==> config.mk <==
export PLATFORM = sky130hd
export DESIGN_NAME = mem_bus_arbiter
export DESIGN_NICKNAME = d
export VERILOG_FILES = /design/src/rtl/mem_bus_arbiter.sv
export SDC_FILE = /design/constraint.sdc
export NUM_CORES = 1
export LEC_CHECK = 0
export CAP_MARGIN = 20
export CELL_PAD_IN_SITES_DETAIL_PLACEMENT = 0
export CELL_PAD_IN_SITES_GLOBAL_PLACEMENT = 1
export CORE_MARGIN = 8
export CORE_UTILIZATION = 25
export CTS_BUF_LIST = sky130_fd_sc_hd__clkbuf_2 sky130_fd_sc_hd__clkbuf_4 sky130_fd_sc_hd__clkbuf_8
export CTS_CLUSTER_DIAMETER = 40
export DETAILED_ROUTE_END_ITERATION = 10
export GPL_ROUTABILITY_DRIVEN = 0
export GPL_TIMING_DRIVEN = 0
export PLACE_DENSITY_LB_ADDON = 0.1
export SLEW_MARGIN = 20
export SYNTH_ARGS = -nofsm -noshare
export SYNTH_HDL_FRONTEND = slang
export SYNTH_SLANG_ARGS = --single-unit
==> constraint.sdc <==
create_clock -name clk -period 2.9 [get_ports clk]
set_clock_uncertainty 0.1 [all_clocks]
set_input_delay 0.435 -clock clk [delete_from_list [all_inputs] [get_ports clk]]
set_output_delay 0.435 -clock clk [all_outputs]
set_load 0.01 [all_outputs]
==> src/rtl/mem_bus_arbiter.sv <==
// rtl/mem_bus_arbiter.sv - round-robin inst/data to single SRAM-like slave arbiter with watchdog
module mem_bus_arbiter #(
  parameter int unsigned TIMEOUT_CYC = 255,
  parameter logic [31:0] ERR_RDATA   = 32'hDEAD_BEEF
) (
  input  logic        clk,
  input  logic        rst,
  input  logic        inst_req,
  input  logic        inst_wr,
  input  logic [3:0]  inst_wstrb,
  input  logic [31:0] inst_addr,
  input  logic [31:0] inst_wdata,
  output logic        inst_addr_ok,
  output logic        inst_data_ok,
  output logic [31:0] inst_rdata,
  input  logic        data_req,
  input  logic        data_wr,
  input  logic [3:0]  data_wstrb,
  input  logic [31:0] data_addr,
  input  logic [31:0] data_wdata,
  output logic        data_addr_ok,
  output logic        data_data_ok,
  output logic [31:0] data_rdata,
  output logic        mem_req,
  output logic        mem_wr,
  output logic [3:0]  mem_wstrb,
  output logic [31:0] mem_addr,
  output logic [31:0] mem_wdata,
  input  logic        mem_addr_ok,
  input  logic        mem_data_ok,
  input  logic [31:0] mem_rdata,
  output logic        timeout_err
);

  typedef enum logic [1:0] {
    S_IDLE = 2'd0,
    S_REQ  = 2'd1,
    S_WAIT = 2'd2
  } state_t;

  localparam logic M_INST = 1'b0;
  localparam logic M_DATA = 1'b1;

  state_t      r_state;
  logic        r_last_grant;
  logic        r_owner;
  logic        r_cmd_wr;
  logic [3:0]  r_cmd_wstrb;
  logic [31:0] r_cmd_addr;
  logic [31:0] r_cmd_wdata;
  logic [31:0] r_cnt;
  logic        r_timeout_err;

  logic        w_idle;
  logic        w_busy;
  logic        w_any_req;
  logic        w_pick_data;
  logic        w_timeout;
  logic        w_done_real;
  logic        w_done_to;
  logic        w_done;
  logic [31:0] w_rdata;

  // Grant choice and completion detection; everything is gated by rst so
  // no handshake escapes while reset is held.
  always_comb begin
    w_idle      = rst && (r_state == S_IDLE);
    w_busy      = rst && ((r_state == S_REQ) || (r_state == S_WAIT));
    w_any_req   = inst_req || data_req;
    // data wins when alone, or on a tie when inst held the previous grant
    w_pick_data = data_req && (!inst_req || (r_last_grant == M_INST));
    w_timeout   = (TIMEOUT_CYC != 0) && (r_cnt == (TIMEOUT_CYC - 1));
    // a real completion beats a simultaneous watchdog expiry
    w_done_real = rst && (r_state == S_WAIT) && mem_data_ok;
    w_done_to   = w_busy && w_timeout && !w_done_real;
    w_done      = w_done_real || w_done_to;
  end

  // Master-side handshakes: accept pulse in IDLE, completion routed to the owner
  always_comb begin
    inst_addr_ok = w_idle && w_any_req && !w_pick_data;
    data_addr_ok = w_idle && w_pick_data;
    inst_data_ok = w_done && (r_owner == M_INST);
    data_data_ok = w_done && (r_owner == M_DATA);
    w_rdata      = w_done_real ? mem_rdata : ERR_RDATA;
    inst_rdata   = inst_data_ok ? w_rdata : 32'h0;
    data_rdata   = data_data_ok ? w_rdata : 32'h0;
  end

  assign mem_req     = rst && (r_state == S_REQ);
  assign mem_wr      = r_cmd_wr;
  assign mem_wstrb   = r_cmd_wstrb;
  assign mem_addr    = r_cmd_addr;
  assign mem_wdata   = r_cmd_wdata;
  assign timeout_err = r_timeout_err;

  // Transaction FSM: latch the winner, present it to the slave, wait for completion or watchdog
  always_ff @(posedge clk) begin
    if (!rst) begin
      r_state       <= S_IDLE;
      r_last_grant  <= M_INST;
      r_owner       <= M_INST;
      r_cmd_wr      <= 1'b0;
      r_cmd_wstrb   <= 4'h0;
      r_cmd_addr    <= 32'h0;
      r_cmd_wdata   <= 32'h0;
      r_cnt         <= 32'h0;
      r_timeout_err <= 1'b0;
    end else begin
      case (r_state)
        S_IDLE: begin
          if (w_any_req) begin
            r_owner      <= w_pick_data;
            r_last_grant <= w_pick_data;
            r_cmd_wr     <= w_pick_data ? data_wr    : inst_wr;
            r_cmd_wstrb  <= w_pick_data ? data_wstrb : inst_wstrb;
            r_cmd_addr   <= w_pick_data ? data_addr  : inst_addr;
            r_cmd_wdata  <= w_pick_data ? data_wdata : inst_wdata;
            r_cnt        <= 32'h0;
            r_state      <= S_REQ;
          end
        end
        S_REQ: begin
          r_cnt <= r_cnt + 32'd1;
          if (w_timeout && (TIMEOUT_CYC != 0)) begin
            r_timeout_err <= 1'b1;
            r_state       <= S_IDLE;
          end else if (mem_addr_ok) begin
            r_state <= S_WAIT;
          end
        end
        S_WAIT: begin
          r_cnt <= r_cnt + 32'd1;
          if (mem_data_ok) begin
            r_state <= S_IDLE;
          end else if (w_timeout) begin
            r_timeout_err <= 1'b1;
            r_state       <= S_IDLE;
          end
        end
        default: r_state <= S_IDLE;
      endcase
    end
  end

endmodule

; ---- Word level (Yosys, flattened, before mapping)
; Cells that the tools add are included.
[classes]
bitwise = 1
addsub = 1
muxes = 18
eq_ne = 7
n_reduce_logical = 28
[ops]
columns = op, count
row1 = two-way mux 32 bit, 6
row2 = case mux 32 bit (2 select lines), 1
row3 = "adder 32 x 1 -> 32 bit, second input constant", 1
row4 = "equality test 32 x 8 -> 1 bit, second input constant", 1
row5 = logical AND 1 bit, 13
row6 = two-way mux 2 bit, 5
row7 = "!= test 3 bit, second input constant", 2
row8 = case mux 2 bit (3 select lines), 1
row9 = AND reduction 2 bit, 3
row10 = logical OR 1 bit, 4
row11 = two-way mux 4 bit, 1
row12 = "!= test 2 bit, second input constant", 2
row13 = nonzero test 2 bit, 2
row14 = zero test 1 bit, 3
row15 = two-way mux 1 bit, 3
row16 = AND reduction 3 bit, 1
row17 = "equality test 2 x 1 -> 1 bit, second input constant", 1
row18 = "equality test 2 bit, second input constant", 1
row19 = zero test 2 bit, 1
row20 = case mux 1 bit (2 select lines), 1
row21 = OR reduction 2 bit, 1
row22 = NOT 1 bit, 1
[word_totals]
elab_cells = 63
register_bits = 105
output_inout_bits = 139
inputBits = 176

; ---- Longest topological paths before layout
[logic_depth]
depth_word = 8
ltp_mapped = 8
depth_no_buf = 6

; ---- Worst setup path before layout
; No wires, ideal clock.
[synth_path]
path_kind = reg2out
start = reg r_cnt[0]
end = out data_rdata[21]
stages_incl_launch_ff = 8
setup_slack_ns = -0.002
t_required_ns = 2.365
t_arrival_ns = 2.367
path_buffers = 1
path_cell_list = dfxtp_1 > inv_1 > ha_1 > or4b_1 > or4_4 > or4_4 > buf_2 > a21boi_0
[synth_via]
elab_chain_cells = 6
[synth_rtl]
columns = element, line
row1 = from (decl), 51  ; logic [31:0] r_cnt;
row2 = from (signal assigned), 124  ; r_cnt <= r_cnt + 32'd1;
row3 = from (signal assigned), 133  ; r_cnt <= r_cnt + 32'd1;
row4 = equality test 32 x 8 -> 1 bit, 72  ; w_timeout = (TIMEOUT_CYC != 0) && (r_cnt == (TIMEOUT_CYC - 1));
row5 = logical AND 1 bit (2 in a row), 75  ; w_done_to = w_busy && w_timeout && !w_done_real;
row6 = logical OR 1 bit, 76  ; w_done = w_done_real || w_done_to;
row7 = logical AND 1 bit, 84  ; data_data_ok = w_done && (r_owner == M_DATA);
row8 = two-way mux 32 bit, 87  ; data_rdata = data_data_ok ? w_rdata : 32'h0;
row9 = to (decl), 23  ; output logic [31:0] data_rdata,
; No other way between the ends.

; ---- Final worst setup path
[layout_path]
start = reg r_cnt[0]
end = out data_rdata[15]
; Same word-level chain as after synthesis.

==> results.md <==
Synth:
- The post-synthesis async set-or-reset flop share is 0.
- For this run, the leading register cell type out of synthesis is dfxtp_1.
- The synthesized design spends more area on one cell type than any other, namely dfxtp_1.
- The proportion of synthesized chip area in sequential cells is 0.385.
- Yosys mapped a number of flops with a built-in enable equal to 0.
- The instance count of the mapped netlist is 648.
- Counting instances in the post-synthesis netlist gives the leading cell types as nand2_1, dfxtp_1, mux2i_1, o21ai_0, clkbuf_1.
- Dividing the synthesized area by the synthesized cell count gives 8.42 sq um.
- The most frequent cell after synthesis is nand2_1.
- Synthesis inferred 105 register bits.
- The synthesized netlist net count is 829.
- By area the synthesized netlist is led by dfxtp_1, mux2i_1, nand2_1.
- The distinct cell type count of the synthesized netlist is 42.
- Summing every instance area after synthesis gives 0.00546 sq mm.
- The count of synthesis-stage warnings from yosys is 0.
- The share of Yosys cell area claimed by the top area cell type is 0.385.

Die:
- Pin placement for this block handled 315 I/O pins.
- The die is 164 microns tall.
- The initial utilization of the core area, before any placement, comes to 0.252.
- The floorplan row count is 54.
- From left edge to right edge, the die measures 164 microns.
- The placeable core area is 0.0216 sq mm.
- The floorplan step defined a die boundary enclosing 0.0268 sq mm.

Layout:
- The footprint of the multi-input gates is 0.00324 sq mm.
- After the last flow step, the layout net total stands at 1166.
- The number of antenna diodes in the final layout is 0.
- The footprint of the flip-flops and latches is 0.00211 sq mm.
- The fraction of final layout cells sized beyond drive strength 1 is 0.142.
- The layout overhead on the synthesized area is 70.0%.
- The final-layout fill cell count is 2284.
- The utilization after layout is 0.429.

Pwr:
- The static leakage power is 0.00350 uW.
- The power share of the combinational group is 0.408.
- The power after layout is 4820 uW.
- The share of total power dissipated in the clock network is 0.210.
- Of the total power, the share spent switching nets is 0.343.
- Power spread over the standard cell area amounts to 520 mW/mm^2.
- The internal power summed over all cells is 3170 uW.
- The net switching power of the design is 1660 uW.
- Of the total power, registers draw 0.382.
- The maximum resistive drop on vdd is 221 uV.

Placement:
- The post-placement setup slack is -0.819 ns.
- Summed over all nets, the half-perimeter wirelength after detailed placement is 18400 microns.
- Port buffering added 314 buffers.

STA:
- The final count of hold timing violations is 0.
- Based on the critical path, the design can be clocked at up to 284 MHz.
- The final-layout worst hold slack is 0.361 ns.
- The routed design could run at a clock period as short as 3.52 ns.
- The final max-slew violation count was 0.
- The total setup violations reported at the end of the flow is 50.
- The pin slew with the least headroom to its limit is 0.832 ns.
- Setup slack on the critical path of the routed design comes to -0.620 ns.
- In the finished design, the share of the clock period the worst path needs comes to 1.21.
- Setup repair after global routing could not meet its margin everywhere.
- The relative slew slack is 0.445.

Global route:
- The number of global-route vias before repair was 6101.
- In the global route stage, overall resource usage came out at 0.167.
- Entering global routing, the biggest net connects 17 pins.
- The initial antenna violation count is 0.
- The remaining global-route overflow is 0.
- The wire length of the first global-routing pass is 35100 microns.

CTS:
- The worst-case clock buffer depth is 2.
- The cell chosen for the clock root is clkbuf_8.
- The number of sinks on the clock net is 105.
- For this design, the CTS-stage hold fixing added 0 buffers.
- The worst-skew pair later-pin latency is 0.38 ns.
- TritonCTS built the clock tree.
- The CTS H-tree depth is 3.
- Counting the buffers created by CTS gives 9.
- The clock-pin slew on the worst setup and hold paths is 0.09 ns.

Setup path:
- The launch instance of the worst register-to-register path is r_state[0]$_SDFFE_PN0P_.
- In this run the worst path has a maximum fanout of 4.
- The end of the worst register-to-register path is r_cnt[19]$_SDFFE_PN0P_.
- The most numerous cell type found on the critical path is or4_4.
- At the worst endpoint, the arrival time is 2.98 ns.
- In this design, the stage delay of the slowest critical-path cell is 0.51 ns.
- The worst setup path is launched from a flop.
- The worst setup path is captured at an output pin.
- For the worst setup path, the data required time is 2.37 ns.
- The internal reg-to-reg setup slack is 0.33 ns.
- The path depth of the worst reg2reg path is 8.
- The kind of critical path is reg2out.
- The largest individual stage delay along the critical path comes from the cell or4_4.
- The signal on the critical path passes through inv_2 > ha_4 > or4b_4 > or4_4 > or4_4 > buf_12 > buf_8 > buf_6 > a21boi_2 > buf_2.

Job:
- The number of max-cap violations is 0.

Detailed routing:
- After detailed routing, the number of vias per cell comes to 4.57.
- The count of routing violations after the opening detailed-route iteration is 323.
- Wires add up to 23100 microns.
- The pre-antenna-repair detailed-routing pass consisted of 5 iterations.
- The routed layout has 5809 vias.
- The post-detailed-route DRC marker count is 0.
- After detailed routing, the average wire length per cell comes to 18.2 microns.
- Once detail routing completed, the nets flagged for antenna violations numbered 0.

Min path:
- The worst min-delay path class is reg2reg.
- The startpoint identified for the worst hold timing path is mem_wdata[11]$_SDFFE_PN0P_.
- The endpoint with the worst hold slack is mem_wdata[11]$_SDFFE_PN0P_.
- The worst hold path stage count is 2.

Run status:
- The checks that failed: setup timing.
- The run finished, with violations left.
-- cell families after synthesis --
logic type      Yosys count  synth area share
buf+inv                  56            0.0431
simple gates            235             0.216
compound gates          154             0.175
fa+ha+maj                 5            0.0115
xor+xnor                  9            0.0144
mux                      84             0.154
flops                   105             0.385
-- per-layer routing --
layer | vias up | global-route usage | wire, microns
li1 | 2961 | - | -
met1 | 2599 | 0.186 | 9250
met2 | 231 | 0.281 | 10900
met3 | 18 | 0.0792 | 2590
met4 | 0 | 0.0467 | 362
met5 | - | 0 | 0
-- layout make-up --
class,count,share of cell area
clock buffer,10,0.0142
timing repair buffer,329,0.333
tap,280,0.0378
buffer,47,0.0272
inverter,6,0.00243
sequential,105,0.227
clock inverter,6,0.00890
multi-input combinational,487,0.349
-- worst max path at each step --
stage	slack, ns	startpoint	endpoint
3_3_place_gp	-0.84	r_cnt[0]$_SDFFE_PN0P_	data_rdata[30]
2_1_floorplan	-0.002	r_cnt[0]$_SDFFE_PN0P_	data_rdata[21]
6_report	-0.62	r_cnt[0]$_SDFFE_PN0P_	data_rdata[15]
5_1_grt	-0.73	r_cnt[0]$_SDFFE_PN0P_	data_rdata[11]
4_1_cts	-0.69	r_cnt[0]$_SDFFE_PN0P_	data_rdata[11]
3_5_place_dp	-0.82	r_cnt[0]$_SDFFE_PN0P_	data_rdata[30]
-- layout by cell type, fill, tap and decap left out, drive strengths merged, types with 26 or more instances in the layout --
| master | count |
|---|---|
| clkdlybuf4s50 | 262 |
| nand2 | 119 |
| clkbuf | 41 |
| o21ai | 80 |
| a21oi | 33 |
| dfxtp | 105 |
| mux2i | 84 |
| a21boi | 26 |
| buf | 79 |
-- flip-flops by register name (all words and copies together), names as in the netlist --
| name | count |
|---|---|
| r_state | 2 |
| timeout_err | 1 |
| mem_wr | 1 |
| mem_addr | 32 |
| r_owner | 1 |
| r_cnt | 32 |
| mem_wstrb | 4 |
| mem_wdata | 32 |
-- critical path: cells and delay by family, from the launching register on --
kind / cells / cell delay (ns)
AO/OA/AOI/OAI: 1 / 0.12
adder cells (fa/ha/maj): 1 / 0.13
buffers and inverters: 5 / 0.59
flip-flops: 1 / 0.34
AND/OR/NAND/NOR: 3 / 1.45
-- per-stage QoR --
| stage | TNS [ns] | cells | area (sq um) |
|---|---|---|---|
| 2_1_floorplan | -0.0179 | 648 | 5460 |
| 3_3_place_gp | -42.47 | 1242 | 8950 |
| 3_5_place_dp | -43.32 | 1242 | 8950 |
| 4_1_cts | -28.76 | 1268 | 9170 |
| 5_1_grt | -32.06 | 1270 | 9280 |
| 6_report | -26.38 | 1270 | 9280 |
-- power groups by stage --
stage / sequential [uW] / combinational (uW) / clock (uW)
2_1_floorplan: 1970 / 738 / 0
3_3_place_gp: 1860 / 1970 / 0
3_5_place_dp: 1870 / 1960 / 0
4_1_cts: 1850 / 2010 / 1070
5_1_grt: 1880 / 2170 / 1110
6_report: 1840 / 1970 / 1020
-- what timing repair did --
action	CTS	global route
buffers inserted	9	3
resized for setup	276	26
cloned	2	1
pin swaps	7	3
setup endpoints to repair	68	60
Note: power is estimated with default switching activity, not from simulation.
